===== src/rtl/led_breather.sv =====
// led_breather: PWM LED driver whose duty ramps up and down by STEP once per PWM period
// when an update strobe (TICK) has been seen. Duty changes only at the period boundary.
// Define LED_BREATHER_HOLD_EN to dwell HOLD_TICKS extra updates at the peak and trough.
module led_breather #(
  parameter int unsigned WIDTH      = 8,
  parameter int unsigned STEP       = 1,
  parameter int unsigned HOLD_TICKS = 4
) (
  input  logic             CLK,
  input  logic             RESET,
  input  logic             EN,
  input  logic             TICK,
  output logic             LED,
  output logic [WIDTH-1:0] LEVEL,
  output logic             RISING,
  output logic             PERIOD
);

  localparam logic [WIDTH-1:0] MAX      = {WIDTH{1'b1}};
  localparam logic [WIDTH:0]   STEP_EXT = (WIDTH + 1)'(STEP);
  localparam logic [WIDTH-1:0] STEP_W   = WIDTH'(STEP);

  // Elaboration-time parameter sanity.
  if (STEP == 0 || STEP > (2 ** WIDTH) - 1) begin : g_bad_step
    $error("STEP must be in 1..2**WIDTH-1");
  end
  if (HOLD_TICKS == 0) begin : g_bad_hold
    $error("HOLD_TICKS must be >= 1");
  end

`ifdef LED_BREATHER_HOLD_EN
  typedef enum logic [1:0] {StUp, StDown, StHoldHi, StHoldLo} state_e;
  localparam state_e PeakState   = StHoldHi;
  localparam state_e TroughState = StHoldLo;

  localparam int unsigned      HoldW     = $clog2(HOLD_TICKS + 1);
  localparam logic [HoldW-1:0] HOLD_LAST = HoldW'(HOLD_TICKS);

  logic [HoldW-1:0] hold_cnt_q, hold_cnt_d;
`else
  typedef enum logic {StUp, StDown} state_e;
  localparam state_e PeakState   = StDown;
  localparam state_e TroughState = StUp;
`endif

  state_e           state_q, state_d;
  logic [WIDTH-1:0] level_q, level_d;
  logic             rising_q, rising_d;

  logic [WIDTH-1:0] pwm_cnt_q;
  logic             pend_q;
  logic             led_q;
  logic             period_q;

  logic             boundary;
  logic             apply;
  logic [WIDTH:0]   up_sum;
  logic [WIDTH-1:0] up_level;
  logic [WIDTH-1:0] down_level;

  assign boundary = EN && (pwm_cnt_q == MAX);
  // A tick on the boundary cycle itself counts, so it does not wait a full period.
  assign apply    = boundary && (pend_q || TICK);

  // Saturating step candidates; the sum is one bit wider so it cannot wrap.
  assign up_sum     = {1'b0, level_q} + STEP_EXT;
  assign up_level   = (up_sum > {1'b0, MAX}) ? MAX : up_sum[WIDTH-1:0];
  assign down_level = (level_q > STEP_W) ? (level_q - STEP_W) : '0;

  // PWM counter, update-pending flag and registered outputs.
  always_ff @(posedge CLK) begin
    if (RESET) begin
      pwm_cnt_q <= '0;
      pend_q    <= 1'b0;
      led_q     <= 1'b0;
      period_q  <= 1'b0;
    end else begin
      if (EN) begin
        pwm_cnt_q <= pwm_cnt_q + 1'b1;
      end
      if (apply) begin
        pend_q <= 1'b0;
      end else if (EN && TICK) begin
        pend_q <= 1'b1;
      end
      led_q    <= EN && (pwm_cnt_q < level_q);
      period_q <= boundary;
    end
  end

  // State register: direction state, brightness level, dwell counter and direction flag.
  always_ff @(posedge CLK) begin
    if (RESET) begin
      state_q    <= StUp;
      level_q    <= '0;
      rising_q   <= 1'b1;
`ifdef LED_BREATHER_HOLD_EN
      hold_cnt_q <= '0;
`endif
    end else begin
      state_q    <= state_d;
      level_q    <= level_d;
      rising_q   <= rising_d;
`ifdef LED_BREATHER_HOLD_EN
      hold_cnt_q <= hold_cnt_d;
`endif
    end
  end

  // Next-state: everything advances only on an applied update.
  always_comb begin
    state_d    = state_q;
    level_d    = level_q;
`ifdef LED_BREATHER_HOLD_EN
    hold_cnt_d = hold_cnt_q;
`endif
    if (apply) begin
      unique case (state_q)
        StUp: begin
          level_d = up_level;
          if (up_level == MAX) state_d = PeakState;
        end
        StDown: begin
          level_d = down_level;
          if (down_level == '0) state_d = TroughState;
        end
`ifdef LED_BREATHER_HOLD_EN
        // The final dwell update takes the step, exactly as the opposite ramp state would.
        StHoldHi: begin
          if (hold_cnt_q == HOLD_LAST) begin
            hold_cnt_d = '0;
            level_d    = down_level;
            state_d    = (down_level == '0) ? StHoldLo : StDown;
          end else begin
            hold_cnt_d = hold_cnt_q + 1'b1;
          end
        end
        StHoldLo: begin
          if (hold_cnt_q == HOLD_LAST) begin
            hold_cnt_d = '0;
            level_d    = up_level;
            state_d    = (up_level == MAX) ? StHoldHi : StUp;
          end else begin
            hold_cnt_d = hold_cnt_q + 1'b1;
          end
        end
`endif
      endcase
    end
  end

  // Output decode from the next state so RISING can be registered alongside the state.
  always_comb begin
    rising_d = 1'b0;
`ifdef LED_BREATHER_HOLD_EN
    rising_d = (state_d == StUp) || (state_d == StHoldLo);
`else
    rising_d = (state_d == StUp);
`endif
  end

  assign LED    = led_q;
  assign LEVEL  = level_q;
  assign RISING = rising_q;
  assign PERIOD = period_q;

endmodule


===== config.mk =====
export PLATFORM = sky130hd
export DESIGN_NAME = led_breather
export DESIGN_NICKNAME = d
export VERILOG_FILES = /design/src/rtl/led_breather.sv
export SDC_FILE = /design/constraint.sdc
export NUM_CORES = 1
export LEC_CHECK = 0
export BUFFER_PORTS_ARGS = -buffer_cell sky130_fd_sc_hd__buf_4
export CAP_MARGIN = 30
export CORE_ASPECT_RATIO = 0.6
export CORE_UTILIZATION = 35
export DETAILED_ROUTE_END_ITERATION = 12
export PLACE_DENSITY_LB_ADDON = 0.25
export SLEW_MARGIN = 20
export SYNTH_ARGS = -nofsm -noshare
export SYNTH_HDL_FRONTEND = slang
export SYNTH_SLANG_ARGS = --single-unit

===== constraint.sdc =====
create_clock -name CLK -period 1.95 [get_ports CLK]
set_input_delay 0.195 -clock CLK [delete_from_list [all_inputs] [get_ports CLK]]
set_output_delay 0.195 -clock CLK [all_outputs]
set_load 0.01 [all_outputs]

==> results of run 1 <==
## worst max-delay path by stage
stage,startpoint,endpoint,slack (ns),cells after the start
6_report,LEVEL[3],RISING,0.03,5
5_1_grt,LEVEL[3],RISING,0.008,5
4_1_cts,LEVEL[3],RISING,0.03,5
3_5_place_dp,pwm_cnt_q[0],LEVEL[6],0.004,5
3_3_place_gp,pwm_cnt_q[0],LEVEL[6],-0.04,5
2_1_floorplan,LEVEL[6],RISING,-0.05,6
## stage by stage
step	TNS [ns]	setup WS, ns	util	std cells
3_5_place_dp	0	0.00445	0.460	252
3_3_place_gp	-0.0409	-0.0409	0.460	252
2_1_floorplan	-0.0536	-0.0536	-	178
6_report	0	0.0268	0.479	256
5_1_grt	0	0.00812	0.479	256
4_1_cts	0	0.0333	0.473	256
## sequential cells by signal, summed over array words and instances, names as in the netlist, named ones only
| signal | count |
|---|---|
| LED | 1 |
| RISING | 1 |
| LEVEL | 8 |
| pend_q | 1 |
| PERIOD | 1 |
| pwm_cnt_q | 8 |
## layout by cell type (no fill, tap or decap), drive strengths merged, types with 5 or more instances in the layout
cell type / count
nand4: 6
nor3: 11
xnor2: 5
nand2: 12
ha: 11
o21ai: 10
nand3: 5
a211oi: 6
dfxtp: 21
nor2: 15
buf: 40
inv: 10
a21oi: 13
## report_power, final
part           internal [W]  switching (W)
registers          0.000435     0.00000345
logic             0.0000246      0.0000305
clock network      0.000146       0.000156
## worst max-delay path, delay by kind of cell (launching register included)
kind	cells	cell delay (ns)
AOI/OAI and AO/OA	2	0.49
DFF	1	0.32
muxes	1	0.32
and+or+nand+nor	2	0.69
## layer usage
layer,track usage,part of all wire
met5,0,0
met4,0.0361,0.0072
met3,0.0587,0.090
met2,0.305,0.42
met1,0.295,0.48
## layout make-up
type	count	area share
sequential	21	0.231
tap	47	0.0321
timing repair buffer	40	0.164
clock buffer	4	0.0246
multi-input combinational	134	0.528
inverter	10	0.0205
## kinds of logic (layout without fill, tap and decap cells)
kind of cell,after synthesis,after routing,synth area share
AO/OA/AOI/OAI,51,51,0.251
XOR/XNOR,8,8,0.0478
multiplexers,3,3,0.0213
adder cells (fa/ha/maj),11,11,0.0939
flip-flops,21,21,0.287
buffers and inverters,23,54,0.0751
AND/OR/NAND/NOR,61,61,0.224
## timing repair
item | CTS | global route
pin swaps | 0 | 0
setup endpoints to repair | 1 | 5
gates resized for setup | 1 | 5
hold endpoints to repair | 0 | 0
==> results.sh, run 1 <==
export IMPL_grt_first_pass_wirelength_mm=6.89
export IMPL_core_rowCount=17
export IMPL_yosysMostFrequentCell="dfxtp_1"
export IMPL_critPathMaxFanout=2
export IMPL_overflow=0
export IMPL_gp_congestion=0.952
export IMPL_antenna_left=0
export IMPL_start_kind="register"
export IMPL_fin_area_um2=1830
export IMPL_synth_area_um2=1470
export IMPL_hpwl_mm=3.18
export IMPL_final_hold_viol_count=0
export IMPL_min_path_type="input port to register"
export IMPL_ys_async_sr_fraction=0
export IMPL_placed_area_um2=1760
export IMPL_nFillCells=385
export IMPL_reg2reg_from="LEVEL[3]"
export IMPL_ys_types=49
export IMPL_numPortBuffers=14
export IMPL_grt_pass1_vias=1392
export IMPL_root_buffer="clkbuf_8"
export IMPL_maxCapViolCount=0
export IMPL_holdPathEnd="LED"
export IMPL_hp_start="EN"
export IMPL_yosysTopAreaCellShare=0.287
export IMPL_r2r_cells=5
export IMPL_cts_hold_buf=0
export IMPL_cpMaxStageDelayCell="or4_4"
export IMPL_synth_edf_count=0
export IMPL_vdd_drop_max_uv=236
export IMPL_netlist_top_cells_count="dfxtp_1, nor2_1, a21oi_1"
export IMPL_setup_viol=0
export IMPL_fin_crit_ns=1.92
export IMPL_antenna_found_initial=0
export IMPL_fin_total_pwr_w=0.000796
export IMPL_antenna_cells=0
export IMPL_skew_ns=0.00107
export IMPL_multi_input_area_um2=968
export IMPL_num_io_pins=15
export IMPL_whs_path_depth=3
export IMPL_netlist_instances=178
export IMPL_status="completed"
export IMPL_synth_top_cell_by_area="dfxtp_1"
export IMPL_critPathArrivalTime_ns=2.08
export IMPL_clk_pin_slew_ns=0.08
export IMPL_wl_per_cell_um=16.7
export IMPL_drc=0
export IMPL_dieArea_um2=4460
export IMPL_cts_inserted_buffers=3
export IMPL_start_util=0.383
export IMPL_syn_nets=193
export IMPL_nNetsFinal=225
export IMPL_viasPerCell=5.93
export IMPL_h_tree_depth=1
export IMPL_r2r_slack_ns=0.03
export IMPL_vias=1519
export IMPL_final_layout_size_suffix_gt1_frac=0.292
export IMPL_avgSynthCellArea_um2=8.24
export IMPL_slew_violations=0
export IMPL_crit_type="register to register"
export IMPL_clock_latency_ns=0.27
export IMPL_track_usage=0.205
export IMPL_rsz0062_at_grt="false"
export IMPL_hold_slack_ns=0.218
export IMPL_synthFlopType="dfxtp_1"
export IMPL_area_growth_syn_to_layout_pct=25.0
export IMPL_p_leak_nw=0.722
export IMPL_maxSlewHeadroom=0.779
export IMPL_worst_slew_pin_slew_ns=0.332
export IMPL_power_density_nw_per_um2=434
export IMPL_routed_wl_mm=4.29
export IMPL_drt_iter0_markers=206
export IMPL_die_h_um=52.1
export IMPL_yosys_top_cells_area="dfxtp_1, ha_1, a21oi_1"
export IMPL_endpoint_kind="register"
export IMPL_yosysWarnings=0
export IMPL_cts_sinks=21
export IMPL_max_freq_mhz=520
export IMPL_cts_tree="built"
export IMPL_required_ns=2.11
export IMPL_r2r_end="RISING"
export IMPL_cp_cell_sequence="or4_4 -> nor2b_2 -> mux2_4 -> a311o_2 -> o41a_1"
export IMPL_timing_final_crit_share=0.986
export IMPL_dr_pass1_iters=5
export IMPL_seq_area_um2=423
export IMPL_grt_max_degree=23
export IMPL_crit_path_max_incr_delay_ns=0.54
export IMPL_core_um2=3830
export IMPL_clk_path_buf_depth=2
export IMPL_ys_seq_area_frac=0.287
export IMPL_synth_ff_latch_count=21
export IMPL_cts_setup_buffers=0
export IMPL_fp_dieW_um=85.6
No activity file was read; power rests on OpenSTA's default activity.
==> inputs of run 2 (changes only) <==
CORE_UTILIZATION = 30   (was 35)
SLEW_MARGIN = 0   (was 20)
==> results.sh, run 2 (same netlist as run 1, synthesis figures left out) <==
export IMPL_start_kind="register"
export IMPL_required_ns=2.10
export IMPL_slew_violations=0
export IMPL_critPathArrivalTime_ns=2.06
export IMPL_post_place_ws_ns=-0.0500
export IMPL_layout_common_cells="buf_4, dfxtp_1, nor2_1"
export IMPL_clock_latency_ns=0.26
export IMPL_routed_wl_mm=4.09
export IMPL_nNetsFinal=225
export IMPL_final_hold_viol_count=0
export IMPL_die_h_um=56.2
export IMPL_drc=0
export IMPL_antenna_found_initial=0
export IMPL_core_um2=4640
export IMPL_cts_setup_buffers=0
export IMPL_cts_sinks=21
export IMPL_crit_type="register to register"
export IMPL_vdd_drop_max_uv=288
export IMPL_critPathMaxFanout=2
export IMPL_skew_ns=0.00492
export IMPL_r2r_cells=5
export IMPL_whs_path_depth=3
export IMPL_cts_hold_buf=0
export IMPL_placed_area_um2=1780
export IMPL_fp_dieW_um=92.3
export IMPL_nFillCells=482
export IMPL_power_density_nw_per_um2=419
export IMPL_p_leak_nw=0.729
export IMPL_r2r_end="RISING"
export IMPL_setup_slack_ns=0.0332
export IMPL_num_io_pins=15
export IMPL_area_growth_syn_to_layout_pct=27.2
export IMPL_antenna_left=0
export IMPL_place_inst=268
export IMPL_antenna_cells=0
export IMPL_clk_pin_slew_ns=0.08
export IMPL_status="completed"
export IMPL_core_rowCount=19
export IMPL_cts_tree="built"
export IMPL_overflow=0
export IMPL_path_buf_inv=0
export IMPL_viasPerCell=5.17
export IMPL_fin_crit_ns=1.92
export IMPL_drt_iter0_markers=142
export IMPL_final_layout_size_suffix_gt1_frac=0.316
export IMPL_dieArea_um2=5180
export IMPL_cpMaxStageDelayCell="or4_4"
export IMPL_holdPathEnd="LED"
export IMPL_cp_cell_sequence="or4_4 -> nor2b_4 -> mux2_4 -> a311o_2 -> o41a_1"
export IMPL_timing_final_crit_share=0.983
export IMPL_max_freq_mhz=522
export IMPL_track_usage=0.163
export IMPL_final_common_cell="buf_4"
export IMPL_min_path_type="input port to register"
export IMPL_grt_pass1_vias=1210
export IMPL_grt_max_degree=23
export IMPL_maxCapViolCount=0
export IMPL_hpwl_mm=3.07
export IMPL_wl_per_cell_um=15.0
export IMPL_numPortBuffers=14
export IMPL_h_tree_depth=1
export IMPL_gp_congestion=0.878
export IMPL_hp_start="EN"
export IMPL_r2r_slack_ns=0.03
export IMPL_crit_path_max_incr_delay_ns=0.56
export IMPL_setup_viol=0
export IMPL_rsz0062_at_grt="false"
export IMPL_reg2reg_from="LEVEL[6]"
export IMPL_grt_first_pass_wirelength_mm=6.50
export IMPL_dr_pass1_iters=4
export IMPL_endpoint_kind="register"
export IMPL_vias=1405
export IMPL_stdcell_count=272
export IMPL_maxSlewHeadroom=0.716
export IMPL_fin_util=0.402
export IMPL_cts_inserted_buffers=3
export IMPL_start_util=0.316
export IMPL_clk_path_buf_depth=2
export IMPL_worst_slew_pin_slew_ns=0.426
export IMPL_fin_area_um2=1870
export IMPL_cpLargestDelayFamily="simple AND/OR/NAND/NOR gates"
export IMPL_root_buffer="clkbuf_8"
run 2: what timing repair did:
item,in CTS,in global routing
pin swaps,0,3
setup endpoints to repair,3,5
resized for setup,2,11
run 2: per-layer routing:
metal  GRT usage  vias to the layer above  part of all wire
li1            -                      719                 -
met1       0.276                      630              0.55
met2       0.190                       54              0.36
met3      0.0546                        2             0.093
met4      0.0134                        0            0.0024
met5           0                        -                 0
run 2: power breakdown:
group          internal [W]  switching [W]   total, W
clock              0.000146       0.000146   0.000291
sequential         0.000432     0.00000318   0.000435
combinational     0.0000243      0.0000302  0.0000545
run 2: worst reg2reg max path: cells and delay by family (launching register included):
kind               cells  cell delay (ns)
and+or+nand+nor        2             0.69
AOI/OAI and AO/OA      2             0.48
muxes                  1             0.31
DFF                    1             0.33
run 2: how the worst max path moves through the flow:
stage / start / to / cells after the start
after floorplan: LEVEL[6] / RISING / 6
after global placement: LEVEL[3] / RISING / 5
after detailed placement: LEVEL[1] / LEVEL[3] / 8
after CTS: LEVEL[1] / LEVEL[3] / 8
after global routing: LEVEL[6] / RISING / 5
final: LEVEL[6] / RISING / 5
run 2: per-stage QoR:
step,power (W),hold WS (ns),setup TNS (ns)
2_1_floorplan,0.000480,0.271,-0.0536
3_3_place_gp,0.000502,0.500,0
3_5_place_dp,0.000502,0.500,-0.0797
4_1_cts,0.000794,0.218,0
5_1_grt,0.000824,0.228,0
6_report,0.000781,0.226,0
run 2: area by class of cell:
type,count,area [um2],share of cell area
multi-input combinational,134,972,0.521
sequential,21,432,0.231
timing repair buffer,40,300,0.161
tap,63,78.8,0.0423
clock buffer,4,45.0,0.0241
inverter,10,37.5,0.0201
